<file path="config.mk">
export PLATFORM = sky130hd
export DESIGN_NAME = logical_arbiter
export DESIGN_NICKNAME = d
export VERILOG_FILES = /design/src/rtl/logical_pkg.sv /design/src/rtl/rr_arbiter.sv /design/src/rtl/logical_arbiter.sv
export SDC_FILE = /design/constraint.sdc
export NUM_CORES = 1
export LEC_CHECK = 0
export CORE_AREA = 2 2 161 163
export DETAILED_ROUTE_END_ITERATION = 6
export DIE_AREA = 0 0 163 165
export PLACE_DENSITY = 0.7
export SYNTH_ARGS = -nofsm -noshare
export SYNTH_HDL_FRONTEND = slang
export SYNTH_SLANG_ARGS = --single-unit
</file>
<file path="constraint.sdc">
create_clock -name clk -period 10 [get_ports clk]
set_input_delay 1 -clock clk [delete_from_list [all_inputs] [get_ports clk]]
set_output_delay 1 -clock clk [all_outputs]
set_load 0.03 [all_outputs]
</file>
<file path="src/rtl/logical_pkg.sv">
// -----------------------------------------------------------------------------
// logical_pkg
// Shared types and constants for the logical_arbiter slice.
//   lop_e       : opcode carried to the shared Logical unit (passed through
//                 uninterpreted by the arbiter; all 8 encodings are legal)
//   arb_state_e : arbiter sequencing states
//   LOGICAL_DEFAULT_N : default operand/result width
//   LAT_CNT_W   : width of the latency counter (covers LU_LATENCY up to 15)
//   rr_next()   : next round-robin start index after serving a requester
// -----------------------------------------------------------------------------
package logical_pkg;

    parameter int unsigned LOGICAL_DEFAULT_N = 32;

    localparam int unsigned LAT_CNT_W = 4;

    typedef enum logic [2:0] {
        LOP_AND,
        LOP_OR,
        LOP_XOR,
        LOP_NAND,
        LOP_NOR,
        LOP_XNOR,
        LOP_NOTA,
        LOP_PASSA
    } lop_e;

    typedef enum logic [1:0] {
        IDLE,
        ISSUE,
        RESP
    } arb_state_e;

    // Index following 'id' in a ring of 'n' requesters.
    function automatic int unsigned rr_next(input int unsigned id, input int unsigned n);
        if (id + 1 >= n) begin
            return 0;
        end
        return id + 1;
    endfunction

endpackage

</file>
<file path="src/rtl/rr_arbiter.sv">
// -----------------------------------------------------------------------------
// rr_arbiter
// Combinational round-robin pick. Searches req_valid starting at rr_ptr and
// wrapping modulo NUM_REQ; the first asserted requester wins.
// Ports:
//   req_valid [NUM_REQ]          : request vector
//   rr_ptr    [$clog2(NUM_REQ)]  : index with highest priority this cycle
//   grant     [NUM_REQ]          : one-hot grant (zero when nothing valid)
//   grant_idx [$clog2(NUM_REQ)]  : binary index of the granted requester
//   grant_any                    : some requester was granted
// -----------------------------------------------------------------------------
module rr_arbiter
    import logical_pkg::*;
#(
    parameter int unsigned NUM_REQ = 4
) (
    input  logic [NUM_REQ-1:0]         req_valid,
    input  logic [$clog2(NUM_REQ)-1:0] rr_ptr,
    output logic [NUM_REQ-1:0]         grant,
    output logic [$clog2(NUM_REQ)-1:0] grant_idx,
    output logic                       grant_any
);

    localparam int unsigned IDW = $clog2(NUM_REQ);
    localparam logic [IDW:0] NREQ_W = (IDW + 1)'(NUM_REQ);
    localparam logic [NUM_REQ-1:0] ONE = NUM_REQ'(1);

    logic [NUM_REQ-1:0] rot;
    logic [IDW:0]       sum;
    int unsigned        pos;

    always_comb begin
        // Rotate so that bit 0 is the requester at rr_ptr; the first set bit
        // of the rotated vector is then the round-robin winner.
        rot       = (req_valid >> rr_ptr) | (req_valid << (NUM_REQ - 32'(rr_ptr)));
        grant_any = 1'b0;
        pos       = 0;
        for (int unsigned j = 0; j < NUM_REQ; j++) begin
            if (!grant_any && rot[j]) begin
                grant_any = 1'b1;
                pos       = j;
            end
        end

        // Undo the rotation: winner index = (rr_ptr + pos) mod NUM_REQ.
        sum = {1'b0, rr_ptr} + (IDW + 1)'(pos);
        if (sum >= NREQ_W) begin
            sum = sum - NREQ_W;
        end
        grant_idx = sum[IDW-1:0];
        grant     = grant_any ? (ONE << grant_idx) : '0;
    end

endmodule

</file>
<file path="src/rtl/logical_arbiter.sv">
// -----------------------------------------------------------------------------
// logical_arbiter
// Shares one combinational Logical unit between NUM_REQ requesters. A
// round-robin grant accepts one request in IDLE, its operands are held on the
// unit for LU_LATENCY cycles (ISSUE), the result is captured and offered on
// the response port tagged with the requester ID (RESP).
// Ports:
//   clk, rst                 : rising-edge clock, synchronous active-high reset
//   req_valid/req_ready      : per-requester handshake; req_ready one-hot/zero
//   req_a, req_b [NUM_REQ*N] : packed operands, requester i at [i*N +: N]
//   req_op [NUM_REQ*3]       : packed opcodes, requester i at [i*3 +: 3]
//   lu_a, lu_b, lu_op        : registered operands/opcode to the Logical unit
//   lu_c                     : Logical unit result (combinational from lu_*)
//   rsp_valid/rsp_ready      : response handshake
//   rsp_id, rsp_c            : owner of the result and the captured result
//   busy                     : high whenever not in IDLE
// -----------------------------------------------------------------------------
module logical_arbiter
    import logical_pkg::*;
#(
    parameter int unsigned N          = LOGICAL_DEFAULT_N,
    parameter int unsigned NUM_REQ    = 4,
    parameter int unsigned LU_LATENCY = 1
) (
    input  logic                         clk,
    input  logic                         rst,
    input  logic [NUM_REQ-1:0]           req_valid,
    output logic [NUM_REQ-1:0]           req_ready,
    input  logic [NUM_REQ*N-1:0]         req_a,
    input  logic [NUM_REQ*N-1:0]         req_b,
    input  logic [NUM_REQ*3-1:0]         req_op,
    output logic [N-1:0]                 lu_a,
    output logic [N-1:0]                 lu_b,
    output logic [2:0]                   lu_op,
    input  logic [N-1:0]                 lu_c,
    output logic                         rsp_valid,
    input  logic                         rsp_ready,
    output logic [$clog2(NUM_REQ)-1:0]   rsp_id,
    output logic [N-1:0]                 rsp_c,
    output logic                         busy
);

    localparam int unsigned IDW = $clog2(NUM_REQ);
    localparam logic [LAT_CNT_W-1:0] LAT_LAST = LAT_CNT_W'(LU_LATENCY - 1);

    arb_state_e             state_q,   state_d;
    logic [IDW-1:0]         rr_ptr_q,  rr_ptr_d;
    logic [LAT_CNT_W-1:0]   lat_cnt_q, lat_cnt_d;
    logic [N-1:0]           lu_a_q,    lu_a_d;
    logic [N-1:0]           lu_b_q,    lu_b_d;
    lop_e                   lu_op_q,   lu_op_d;
    logic [N-1:0]           rsp_c_q,   rsp_c_d;
    logic [IDW-1:0]         rsp_id_q,  rsp_id_d;

    logic [NUM_REQ-1:0]     grant;
    logic [IDW-1:0]         grant_idx;
    logic                   grant_any;

    logic [N-1:0]           sel_a;
    logic [N-1:0]           sel_b;
    logic [2:0]             sel_op;

    rr_arbiter #(
        .NUM_REQ (NUM_REQ)
    ) u_rr (
        .req_valid (req_valid),
        .rr_ptr    (rr_ptr_q),
        .grant     (grant),
        .grant_idx (grant_idx),
        .grant_any (grant_any)
    );

    // Payload of the granted requester (one-hot select).
    always_comb begin
        sel_a  = '0;
        sel_b  = '0;
        sel_op = '0;
        for (int unsigned i = 0; i < NUM_REQ; i++) begin
            if (grant[i]) begin
                sel_a  = req_a[i*N +: N];
                sel_b  = req_b[i*N +: N];
                sel_op = req_op[i*3 +: 3];
            end
        end
    end

    always_comb begin
        state_d   = state_q;
        rr_ptr_d  = rr_ptr_q;
        lat_cnt_d = lat_cnt_q;
        lu_a_d    = lu_a_q;
        lu_b_d    = lu_b_q;
        lu_op_d   = lu_op_q;
        rsp_c_d   = rsp_c_q;
        rsp_id_d  = rsp_id_q;
        req_ready = '0;
        rsp_valid = 1'b0;

        case (state_q)
            IDLE: begin
                if (grant_any) begin
                    req_ready = grant;
                    lu_a_d    = sel_a;
                    lu_b_d    = sel_b;
                    lu_op_d   = lop_e'(sel_op);
                    rsp_id_d  = grant_idx;
                    lat_cnt_d = '0;
                    state_d   = ISSUE;
                end
            end
            ISSUE: begin
                lat_cnt_d = lat_cnt_q + LAT_CNT_W'(1);
                if (lat_cnt_q == LAT_LAST) begin
                    rsp_c_d = lu_c;
                    state_d = RESP;
                end
            end
            RESP: begin
                rsp_valid = 1'b1;
                if (rsp_ready) begin
                    rr_ptr_d = IDW'(rr_next(32'(rsp_id_q), NUM_REQ));
                    state_d  = IDLE;
                end
            end
            default: begin
                state_d = IDLE;
            end
        endcase

        // Reset aborts everything: no accept and no response in that cycle.
        if (rst) begin
            req_ready = '0;
            rsp_valid = 1'b0;
        end
    end

    always_ff @(posedge clk) begin
        if (rst) begin
            state_q   <= IDLE;
            rr_ptr_q  <= '0;
            lat_cnt_q <= '0;
            lu_a_q    <= '0;
            lu_b_q    <= '0;
            lu_op_q   <= LOP_AND;
            rsp_c_q   <= '0;
            rsp_id_q  <= '0;
        end else begin
            state_q   <= state_d;
            rr_ptr_q  <= rr_ptr_d;
            lat_cnt_q <= lat_cnt_d;
            lu_a_q    <= lu_a_d;
            lu_b_q    <= lu_b_d;
            lu_op_q   <= lu_op_d;
            rsp_c_q   <= rsp_c_d;
            rsp_id_q  <= rsp_id_d;
        end
    end

    assign lu_a   = lu_a_q;
    assign lu_b   = lu_b_q;
    assign lu_op  = lu_op_q;
    assign rsp_c  = rsp_c_q;
    assign rsp_id = rsp_id_q;
    assign busy   = (state_q != IDLE);

endmodule

</file>
# --- After elaboration in Yosys (flattened, before gate mapping) ---
# Cells that the tools add are included.
totals:
  mem_count: 0
  rom_bits: 0
  mem_bits_rw: 0
  latch_bits: 0
  ff_bits: 109
classes:
  n_mul: 0
  bitwise_logic: 1
  shifts: 3
  eq_ne: 5
  div: 0
  n_reduce_logical: 15
  order_cmp: 2
  n_mux: 36
  n_addsub: 5
op_table:
  columns: ["op", "n"]
  rows:
  - ["2-to-1 mux 32 bit", 8]
  - ["<< shifter 4 x 32 -> 4 bit", 1]
  - ["2-to-1 mux 4 bit", 5]
  - ["2-to-1 mux 2 bit", 7]
  - ["2-to-1 mux 3 bit", 4]
  - ["2-to-1 mux 1 bit", 10]
  - ["case mux 4 bit (2 select lines)", 1]
  - ["AND reduction 2 bit", 4]
  - [">= comparator 3 bit, second input constant", 2]
  - ["!= test 2 bit, second input constant", 3]
  - ["case mux 2 bit (3 select lines)", 1]
  - ["adder 4 x 1 -> 4 bit, second input constant", 1]
  - ["logical NOT 4 bit", 1]
  - ["bitwise OR 4 bit", 1]
  - ["nonzero test 2 bit", 2]
  - ["<< shifter 1 x 2 -> 4 bit, first input constant", 1]
  - ["right shift 4 x 2 -> 4 bit", 1]
  - ["subtractor 3 x 2 -> 4 bit, first input constant", 1]
  - ["adder 2 x 1 -> 3 bit, second input constant", 1]
  - ["adder 2 x 2 -> 3 bit", 1]
  - ["logical AND 1 bit", 3]
  - ["logical NOT 1 bit", 3]
  - ["AND reduction 3 bit", 1]
  - ["== test 2 x 1 -> 1 bit, second input constant", 1]
  - ["3 further kinds", 3]

# --- Longest topological paths before layout ---
# Gate-level depths: netlist (run 1).
depth:
  depth_word: 22
  mapped_depth: 18
  ltp_nobuf: 14

# --- Cells and area by module ---
# Synthesis (run 1) repeated with hierarchy kept, for this count alone.
unflattened:
  cells_unflattened: 871
  area_unflattened_um2: 6944.2
modules_own_cells:
  columns: ["mod", "seq_area_each_um2", "area_per_inst_um2", "cells_per_inst", "instances"]
  rows:
  - ["logical_arbiter", 2182.1, 6552.5, 818, 1]
  - ["rr_arbiter", 0.0, 391.6, 53, 1]

# --- Worst setup path before layout (run 1) ---
# OpenSTA, ideal clock, no wires.
synth_timing:
  path_type: "reg2out"
  start: "register rr_ptr_q[1]"
  end: "output port req_ready[0]"
  stages_incl_launch_ff: 16
  arrival_time_ns: 4.022
  n_path_buf: 3
  required_time_ns: 9.000
  setup_slack_ns: 4.978
  path_cell_list: "dfxtp_1 -> buf_4 -> inv_1 -> ha_1 -> nor2_1 -> a21boi_0 -> nor2_1 -> o21ai_0 -> o311ai_0 -> a222oi_1 -> ha_1 -> xor2_2 -> clkbuf_1 -> clkbuf_1 -> nand3_1 -> a211oi_1"
synth_via:
  elab_chain_len: 21
  word_cells_on_any_way: 26
  cone_classes: "add/sub (3); order compare (1); shift (3); mux (12); bitwise (1); reduce/logical (6)"
synth_lines:
  columns: ["element", "line_no", "rtl"]
  rows:
  - ["start, declared", "logical_arbiter.sv:47", "logic [IDW-1:0] rr_ptr_q, rr_ptr_d;"]
  - ["start signal, assigned", "logical_arbiter.sv:149", "rr_ptr_q <= rr_ptr_d;"]
  - ["subtractor 3 x 2 -> 4 bit", "rr_arbiter.sv:35", "rot = (req_valid >> rr_ptr) | (req_valid << (NUM_REQ - 32'(rr_ptr)));"]
  - ["<< shifter 4 x 32 -> 4 bit", "rr_arbiter.sv:35", null]
  - ["bitwise OR 4 bit", "rr_arbiter.sv:35", null]
  - ["2-to-1 mux 1 bit", "rr_arbiter.sv:39", "if (!grant_any && rot[j]) begin"]
  - ["logical NOT 1 bit", "rr_arbiter.sv:39", null]
  - ["logical AND 1 bit", "rr_arbiter.sv:39", null]
  - ["2-to-1 mux 1 bit", "rr_arbiter.sv:39", null]
  - ["logical NOT 1 bit", "rr_arbiter.sv:39", null]
  - ["(+5 left out)", null, null]
  - ["adder 2 x 2 -> 3 bit", "rr_arbiter.sv:46", "sum = {1'b0, rr_ptr} + (IDW + 1)'(pos);"]
  - [">= comparator 3 bit or subtractor 2 x 1 -> 2 bit (tied branches)", "rr_arbiter.sv:47, rr_arbiter.sv:48", null]
  - ["2-to-1 mux 2 bit", "rr_arbiter.sv:47", "if (sum >= NREQ_W) begin"]
  - ["<< shifter 1 x 2 -> 4 bit", "rr_arbiter.sv:51", "grant = grant_any ? (ONE << grant_idx) : '0;"]
  - ["2-to-1 mux 4 bit", "rr_arbiter.sv:51", null]
  - ["2-to-1 mux 4 bit *", "logical_arbiter.sv:101", "if (grant_any) begin"]
  - ["2-to-1 mux 4 bit *", "logical_arbiter.sv:99", "case (state_q)"]
  - ["2-to-1 mux 4 bit *", "logical_arbiter.sv:131", "if (rst) begin"]
  - ["end, declared", "logical_arbiter.sv:28", "output logic [NUM_REQ-1:0] req_ready,"]
# Every way passes the cells marked *; elsewhere a longest branch is shown, timed or not.

# --- Worst setup path after layout (run 1) ---
# Same ends and word-level chain as after synthesis.

==> metrics list, run 1 <==
* Result of the run: completed
- Summing all placed instances gives a cell area of 12800 um2.
* Pre-Repair DR Iteration Count: 5
- Core region area: 25000 um2
- Sequential-to-total area share from yosys stat: 0.249
- Power density relative to cell area: 147 nW/um2
* Cell count after synthesis: 1252
- The critical path is of the register to output port type.
- Max-cap check violation count: 0
- For the worst setup path, the data required time is 9.00 ns.
- Estimated wirelength of the detail-placed design: 24.0 mm
- After routing the design area is 13100 um2.
- Number of placed I/O pins: 414
- For this design, the CTS-stage hold fixing added 0 buffers.
* Count of clock tree sinks: 109
- Top layer used by detailed routing: met4
- Synthesis Warnings: 0
* CTS clock-pin slew for the worst setup and hold paths: 0.08 ns
* Sum of buffers and inverters on the critical path: 3
- Static power due to leakage: 4.51 nW
- Number of cell rows: 58
* Die Ht: 165 um
* WL met1: 15.2 mm
- The slowest stage of the critical path belongs to the cell sky130_fd_sc_hd__buf_4.
- The max-slew violation count is 0.
* Seq cells post-synth: 109
* Arrival time of data at the critical path endpoint: 5.52 ns
- Final hold violations: 0
* Global-route wire length before repair: 54.6 mm
* Netlist cell types: 50
- The tree is rooted in a sky130_fd_sc_hd__clkbuf_16.
* Largest net degree at the start of global routing: 116
- Buffers added to address setup during post-CTS repair amount to 0.
- Global routing finished with a remaining overflow of 0.
- Most numerous cell on the critical path: sky130_fd_sc_hd__nor2_1
- GRT Overall Usage: 0.253
* DRT Wirelength: 36.4 mm
* Relative slew slack: 0.267
- CP peak stage delay: 0.77 ns
- Cts bufs inserted: 9
- Vias: 11000
- Actual slew at the worst max-slew pin: 1.10 ns
* Placer's final routability congestion estimate: 0.843
- Type of the most critical hold path: register to register
- In the routed design, unresolved DRC markers number 0.
- Adding up every negative setup slack in the final design gives 0 ns.
- Peak ir drop on the vdd network: 0.0000895 V
- Along the worst path, the maximum fanout reaches 112.
* Area of the die: 26900 um2
- The worst setup path is captured at an output port.
* CTS H-Tree Depth: 3
* Unrepaired setup endpoints after global routing: no
* Crit start category: register
* Clock Skews: 0.0101 ns
- Sequence of cells on the critical path: inv_1 > ha_1 > nor2_1 > a21boi_0 > nor2_1 > o21ai_0 > o311ai_0 > a222oi_1 > ha_4 > xor2_4 > buf_4 > nand3_1 > a211oi_1 > clkdlybuf4s50_1
- Compared with the post-synthesis result, the final layout area differs by 49.5%.
* Filler cell count in the final layout: 2405
- The mapped netlist covers 8780 um2.
* Post-layout min period: 6.52 ns
- Summed over all nets, wire length on met2 after detailed routing comes to 17.4 mm.
- At the later pin of the worst-skew pair, clock insertion delay measures 0.36 ns.
* Vias in the first global route: 9950
* Average via count per standard cell: 5.84
* Die width: 163 um
- Counting every net in the synthesized netlist gives 1564.
- In the final layout, the share of cells above drive strength 1 is 0.0316.
* Resize count post-CTS: 0
* Leading area contributor after synthesis: sky130_fd_sc_hd__dfxtp_1
- Ranked by total cell area, the synthesized netlist is headed by sky130_fd_sc_hd__dfxtp_1 25%, sky130_fd_sc_hd__nand2_1 15%, sky130_fd_sc_hd__nor3_1 12%, sky130_fd_sc_hd__mux2i_1 7.9%, sky130_fd_sc_hd__a32o_1 7.6%.
- Final cycle utilization of the critical path: 0.652
* Achievable clock frequency: 153 MHz
- Number of antenna violations at the first check in global routing: 2
- Final net count: 1858
- On the critical path the largest part of the delay comes from buffers and inverters.
* Worst-case clock buffer depth: 2
- Count of buffers inserted at the top-level ports: 413
* Routed Antenna Nets: 0
- The initial utilization of the core area, before any placement, comes to 0.351.
- For this block, the initial DRC count from the detailed router was 1034.
* Per-instance average area after synthesis: 7.01 um2
- CTS tree: yes
- Met3 WL post-DR: 2.87 mm
- Share of Yosys cell area claimed by the top area cell type: 0.249
* Count of final setup violators: 0
- Detailed-route wire length per cell: 19.3 um
## registers in the layout, indices dropped and copies added, names as in the netlist
register   count
rr_ptr_q       2
lu_b          32
lu_a          32
rsp_id         2
rsp_c         32
lat_cnt_q      4
state_q        2
lu_op          3
## cell type report
type	instances	area, um2	share of cell area
Antenna cell	3	7.51	0.000572
Clock buffer	9	225	0.0172
Clock inverter	6	56.3	0.00429
Inverter	5	18.8	0.00143
Multi-Input combinational cell	991	5960	0.454
Sequential cell	109	2180	0.166
Tap cell	330	413	0.0315
Timing Repair Buffer	430	4260	0.325
## through the flow
step | setup WS [ns] | hold WS, ns | util | power, mW | std cells
2_1_floorplan | 4.98 | 0.473 | - | 1.16 | 1252
3_3_place_gp | 3.84 | 0.442 | 0.512 | 1.56 | 1865
3_5_place_dp | 3.75 | 0.446 | 0.512 | 1.56 | 1865
4_1_cts | 3.49 | 0.458 | 0.524 | 1.94 | 1880
5_1_grt | 2.98 | 0.472 | 0.524 | 2.03 | 1882
6_report | 3.48 | 0.456 | 0.524 | 1.92 | 1883
## layer usage
metal	GRT usage	vias up
met4	0.0837	0
met1	0.316	5214
met3	0.0532	55
li1	-	5274
met2	0.434	456
met5	0	-
## cells in the mapped netlist, drive strengths merged
cell       n
nand2    340
buf       63
a21oi     44
a211oi     4
o22ai      2
and2b      1
xnor2      2
nor3     202
inv        5
nand2b     3
clkbuf    84
mux2i     69
nand3      7
a22o       1
nand4      1
o31ai     66
a32oi      1
nor3b      5
o21a       1
a222oi     1
a31oi     66
a32o      67
nand4b     1
dfxtp    109
and2       1
o311ai    69
xor2       1
and3       1
or3b       1
o2111ai    1
o21bai     1
or3        1
o21ai      5
ha         5
nor2      13
a21boi     1
or2        1
a21o       1
nor2b      4
nand3b     1
## placed cells by master (no fill, tap or decap), types with 2 or more instances in the layout
cell                              instances
sky130_fd_sc_hd__clkdlybuf4s50_1        413
sky130_fd_sc_hd__nand2_1                340
sky130_fd_sc_hd__nor3_1                 202
sky130_fd_sc_hd__dfxtp_1                109
sky130_fd_sc_hd__mux2i_1                 69
sky130_fd_sc_hd__o311ai_0                68
sky130_fd_sc_hd__a32o_1                  67
sky130_fd_sc_hd__o31ai_1                 66
sky130_fd_sc_hd__a31oi_1                 66
sky130_fd_sc_hd__a21oi_1                 44
sky130_fd_sc_hd__buf_4                   17
sky130_fd_sc_hd__nor2_1                  11
sky130_fd_sc_hd__clkbuf_16                9
sky130_fd_sc_hd__nand3_1                  7
sky130_fd_sc_hd__inv_1                    5
sky130_fd_sc_hd__ha_1                     4
sky130_fd_sc_hd__diode_2                  3
sky130_fd_sc_hd__nand2b_1                 3
sky130_fd_sc_hd__o21ai_0                  3
sky130_fd_sc_hd__nor2b_1                  3
sky130_fd_sc_hd__a211oi_1                 3
sky130_fd_sc_hd__nor3b_1                  3
sky130_fd_sc_hd__o22ai_1                  2
sky130_fd_sc_hd__nor3b_2                  2
sky130_fd_sc_hd__clkinv_4                 2
sky130_fd_sc_hd__inv_8                    2
## where the power goes
group	total [mW]	internal, mW	switching, mW
sequential	0.560	0.514	0.0456
combinational	0.999	0.434	0.565
clock	0.364	0.174	0.190
total	1.92	1.12	0.801
## worst reg2reg max path: stages, from the launching register on
cell and delay (ns):
sky130_fd_sc_hd__dfxtp_1 0.64, sky130_fd_sc_hd__inv_1 0.19, sky130_fd_sc_hd__ha_1 0.41, sky130_fd_sc_hd__nor2_1 0.29
sky130_fd_sc_hd__a21boi_0 0.31, sky130_fd_sc_hd__nor2_1 0.06, sky130_fd_sc_hd__o21ai_0 0.15, sky130_fd_sc_hd__o311ai_0 0.17
sky130_fd_sc_hd__a222oi_1 0.53, sky130_fd_sc_hd__ha_4 0.25, sky130_fd_sc_hd__xor2_4 0.16, sky130_fd_sc_hd__buf_4 0.78
sky130_fd_sc_hd__buf_4 0.99, sky130_fd_sc_hd__nand2_1 0.16, sky130_fd_sc_hd__o311ai_0 0.15, sky130_fd_sc_hd__nand2_1 0.09
sky130_fd_sc_hd__a32o_1 0.28
## final timing paths
kind / from / endpoint / slack [ns] / cells after the start
max: rr_ptr_q[1]$_SDFFE_PP0P_ / req_ready[0] / 3.48 / 14
min: rsp_c[10]$_SDFFE_PP0P_ / rsp_c[10]$_SDFFE_PP0P_ / 0.46 / 2
max reg2reg: rr_ptr_q[1]$_SDFFE_PP0P_ / lu_b[31]$_SDFFE_PP0P_ / 4.30 / 16
min reg2reg: rsp_c[10]$_SDFFE_PP0P_ / rsp_c[10]$_SDFFE_PP0P_ / 0.46 / 2
## logic make-up (layout without fill, tap and decap cells)
kind of cell / count (synthesis) / in the layout / synth area share
and+or+nand+nor: 583 / 583 / 0.289
AOI/OAI and AO/OA: 331 / 331 / 0.293
buffers and inverters: 152 / 450 / 0.0792
DFF: 109 / 109 / 0.249
muxes: 69 / 69 / 0.0787
adders and majority gates: 5 / 5 / 0.00713
xor gates and xnor gates: 3 / 3 / 0.00385
other: 0 / 3 / 0
No activity file was read; power rests on OpenSTA's default activity.
==> run 2, diff against run 1 <==
==> constraint.sdc (replaced) <==
create_clock -name clk -period 6.2 [get_ports clk]
set_input_delay 0.62 -clock clk [delete_from_list [all_inputs] [get_ports clk]]
set_output_delay 0.62 -clock clk [all_outputs]
set_load 0.03 [all_outputs]
==> run 2 against run 1 <==
  * Global-route usage hardly changed
  * Register-to-register slack worse by 3.2 ns
  * Critical path depth is 1 lower
  * Largest power group unchanged
  * Sequential power is 62% higher
  * Largest cell class unchanged
  * Clock-buffer cell count is 1 higher
  * Sequential share of layout area is 0.066 points lower
==> metrics list, run 2 (synthesized netlist as in run 1, its figures left out) <==
- Result of the run: completed
* Post-route cell area: 13200 um2 (+0.40%)
- Clock share of power: 0.199 (+0.010)
- Die Ht: 165 um (unchanged)
* Actual slew at the worst max-slew pin: 1.11 ns (+0.0134 ns)
- CP max FO: 17 (-85%)
- The DRC marker count from the first detailed-route iteration is 1217 (+18%).
* Count of clock tree sinks: 109 (unchanged)
- Cell with the largest stage delay on the worst path: sky130_fd_sc_hd__clkdlybuf4s50_1
* Final-layout worst hold slack: 0.459 ns (+0.00297 ns)
- Most common cell after layout, fill and taps aside: sky130_fd_sc_hd__clkdlybuf4s50_1
- The share of layout cells above drive strength 1 was 0.0335 (+0.00187).
* Estimated wirelength of the detail-placed design: 24.5 mm (+2.4%)
- The worst hold path begins at rsp_c[21]$_SDFFE_PP0P_.
* Max-cap check violation count: 0 (unchanged)
- The switching share of total power came to 0.418 (+0.00176).
- Residual DRC count: 0 (unchanged)
- Setup TNS after final layout: 0 ns (unchanged)
- The worst reg-to-reg setup slack is 1.12 ns (-3.18 ns).
- Total congestion overflow after global routing: 0 (unchanged)
- The final count of negative-setup-slack endpoints came to 0 (unchanged).
* Average via count per standard cell: 5.84 (about the same)
* Cts bufs inserted: 9 (unchanged)
- Die width: 163 um (unchanged)
* Routed Antenna Nets: 0 (unchanged)
* Power density relative to cell area: 239 nW/um2 (+63%)
- Number of cell rows: 58 (unchanged)
* Post-placement setup slack: 1.20 ns (-2.56 ns)
- The average routed wire per standard cell came to 19.4 um (+0.24%).
- Largest net degree at the start of global routing: 191 (+65%)
- The post-layout worst setup margin was 0.869 ns (-2.61 ns).
- Number of placed I/O pins: 414 (unchanged)
- CTS tree: yes
- Final hold violations: 0 (unchanged)
- Starting density of the core: 0.351 (unchanged)
- STA classifies the critical path endpoint as an output port.
- Int Pwr: 1.83 mW (+63%)
- The clock slew seen by the registers of the worst setup and hold paths was 0.09 ns (about the same).
- STA classifies the critical path startpoint as a register.
- Filler cell count in the final layout: 2445 (+1.7%)
* Relative slew slack: 0.257 (-0.0105)
- Setup CP Type: register to output port
* Commonest cells after routing, fill and taps aside: 413 x sky130_fd_sc_hd__clkdlybuf4s50_1, 340 x sky130_fd_sc_hd__nand2_1, 202 x sky130_fd_sc_hd__nor3_1
* Power spent charging and discharging nets: 1.32 mW (+64%)
* Post-layout min period: 5.33 ns
* Logic gate share of total power: 0.512 (-0.007)
* Insertion delay to the later sink of the worst-skew pair: 0.37 ns (about the same)
* Capture endpoint of the worst hold path: rsp_c[21]$_SDFFE_PP0P_
- The number of cell instances on the worst register-to-register path was 16 (unchanged).
* Core region area: 25000 um2 (unchanged)
- In this design, the critical path's most frequently occurring cell is sky130_fd_sc_hd__nor2_1.
* Unrepaired setup endpoints after global routing: no
* Placer's final routability congestion estimate: 0.858 (+1.8%)
* Vias in the first global route: 10200 (+2.2%)
* Pre-Repair DR Iteration Count: 6 (+1)
* Clock tree root driver cell: sky130_fd_sc_hd__clkbuf_16
- Final cycle utilization of the critical path: 0.860
- The max-slew violation count came to 0 (unchanged).
* Sum of buffers and inverters on the critical path: 2 (-1)
* CP peak stage delay: 0.74 ns (-0.03 ns)
- Number of cells traversed by the worst hold path: 2 (unchanged)
- Resize count post-CTS: 0 (unchanged)
* Startpoint of the most critical register-to-register path: rr_ptr_q[0]$_SDFFE_PP0P_
- The number of antenna violations at the first check in global routing is 2 (unchanged).
* Fin cells: 1885 (+0.11%)
- Buffers inserted during post-CTS setup optimization: 0 (unchanged)
* Vias: 11000 (+0.15%)
- The number of nets in the layout was 1860 (+0.11%).
- The total of buffers placed on input and output ports is 413 (unchanged).
* Sequence of cells on the critical path: inv_1 > ha_1 > nor2_1 > a21boi_0 > nor2_1 > o21ai_0 > o311ai_0 > a222oi_1 > ha_4 > xor2_4 > nand3_1 > a211oi_1 > clkdlybuf4s50_1
* Kind of cell adding the most delay to the critical path: compound AO/OA/AOI/OAI gates
- Achievable clock frequency: 188 MHz
- The global-route wire length before repair is 54.3 mm (-0.66%).
* Type of the most critical hold path: register to register
* DRT Wirelength: 36.5 mm (+0.34%)
* CTS H-Tree Depth: 3 (unchanged)
* Area of the die: 26900 um2 (unchanged)
- GRT Overall Usage: 0.253 (about the same)
* CP required: 5.58 ns (-3.42 ns)
* Peak ir drop on the vdd network: 0.000153 V (+71%)
- Destination of the worst register-to-register timing path: lu_a[10]$_SDFFE_PP0P_
* Sequential cell fraction of total power: 0.289 (-0.002)
- Clock Skews: 0.0121 ns (+0.00195 ns)
- The leakage power total is 4.53 nW (+0.64%).
- Total placed cells including tap cells: 1867 (+0.11%)
- Cts-stage hold buffer count: 0 (unchanged)
- Relative to the synthesized area, the layout overhead comes to 50.1%.
- Arrival time of data at the critical path endpoint: 4.71 ns (-0.81 ns)
- The placed standard-cell area is 12900 um2 (+0.31%).
- Worst-case clock buffer depth: 2 (unchanged)
-- run 2: changes by cell type in the layout (fill, tap and decap cells not counted), sizes merged --
| cell | previous run | this run |
|---|---|---|
| clkinvlp | 1 | 0 |
| buf | 17 | 19 |
| clkinv | 2 | 0 |
| diode | 3 | 2 |
| clkbuf | 9 | 10 |
| inv | 8 | 11 |
-- run 2: tightest hold or removal path: stages (launching register included) --
cell and delay [ns]:
sky130_fd_sc_hd__dfxtp_1 0.32, sky130_fd_sc_hd__nand2_1 0.05, sky130_fd_sc_hd__a21oi_1 0.05
-- run 2: layout make-up --
class	instances	area, um2	share of cell area
Multi-Input combinational cell	991	5960	0.452
Timing Repair Buffer	432	4300	0.327
Sequential cell	109	2180	0.166
Tap cell	330	413	0.0313
Clock buffer	10	239	0.0181
Clock inverter	6	57.6	0.00437
Inverter	5	18.8	0.00142
Antenna cell	2	5.00	0.000380
-- run 2: worst max-delay path by stage --
| stage | slack (ns) | endpoint | from | cells past startpoint |
|---|---|---|---|---|
| CTS | 0.88 | req_ready[0] | rr_ptr_q[1]$_SDFFE_PP0P_ | 13 |
| global placement | 1.31 | lu_a[5]$_SDFFE_PP0P_ | rr_ptr_q[0]$_SDFFE_PP0P_ | 16 |
| floorplan | 1.56 | req_ready[0] | rr_ptr_q[1]$_SDFFE_PP0P_ | 15 |
| detailed placement | 1.20 | lu_b[15]$_SDFFE_PP0P_ | rr_ptr_q[1]$_SDFFE_PP0P_ | 15 |
| global route | 0.47 | req_ready[2] | rr_ptr_q[0]$_SDFFE_PP0P_ | 14 |
| finish | 0.87 | req_ready[0] | rr_ptr_q[0]$_SDFFE_PP0P_ | 13 |
-- run 2: per-stage QoR --
| step | util | power, mW |
|---|---|---|
| 3_3_place_gp | 0.514 | 2.51 |
| 3_5_place_dp | 0.514 | 2.53 |
| 5_1_grt | 0.526 | 3.31 |
| 6_report | 0.526 | 3.15 |
| 4_1_cts | 0.526 | 3.16 |
| 2_1_floorplan | - | 1.87 |
-- run 2: power groups by stage --
stage | registers [mW] | logic, mW | clock network, mW
global placement | 0.921 | 1.59 | 0
CTS | 0.908 | 1.61 | 0.646
finish | 0.909 | 1.61 | 0.625
floorplan | 1.15 | 0.716 | 0
global route | 0.923 | 1.72 | 0.663
detailed placement | 0.924 | 1.61 | 0
-- run 2: routing by layer --
layer  part of all wire  global-route usage
met1               0.41               0.306
met2               0.47               0.430
met3              0.079              0.0573
met4              0.036               0.113
met5                  0                   0
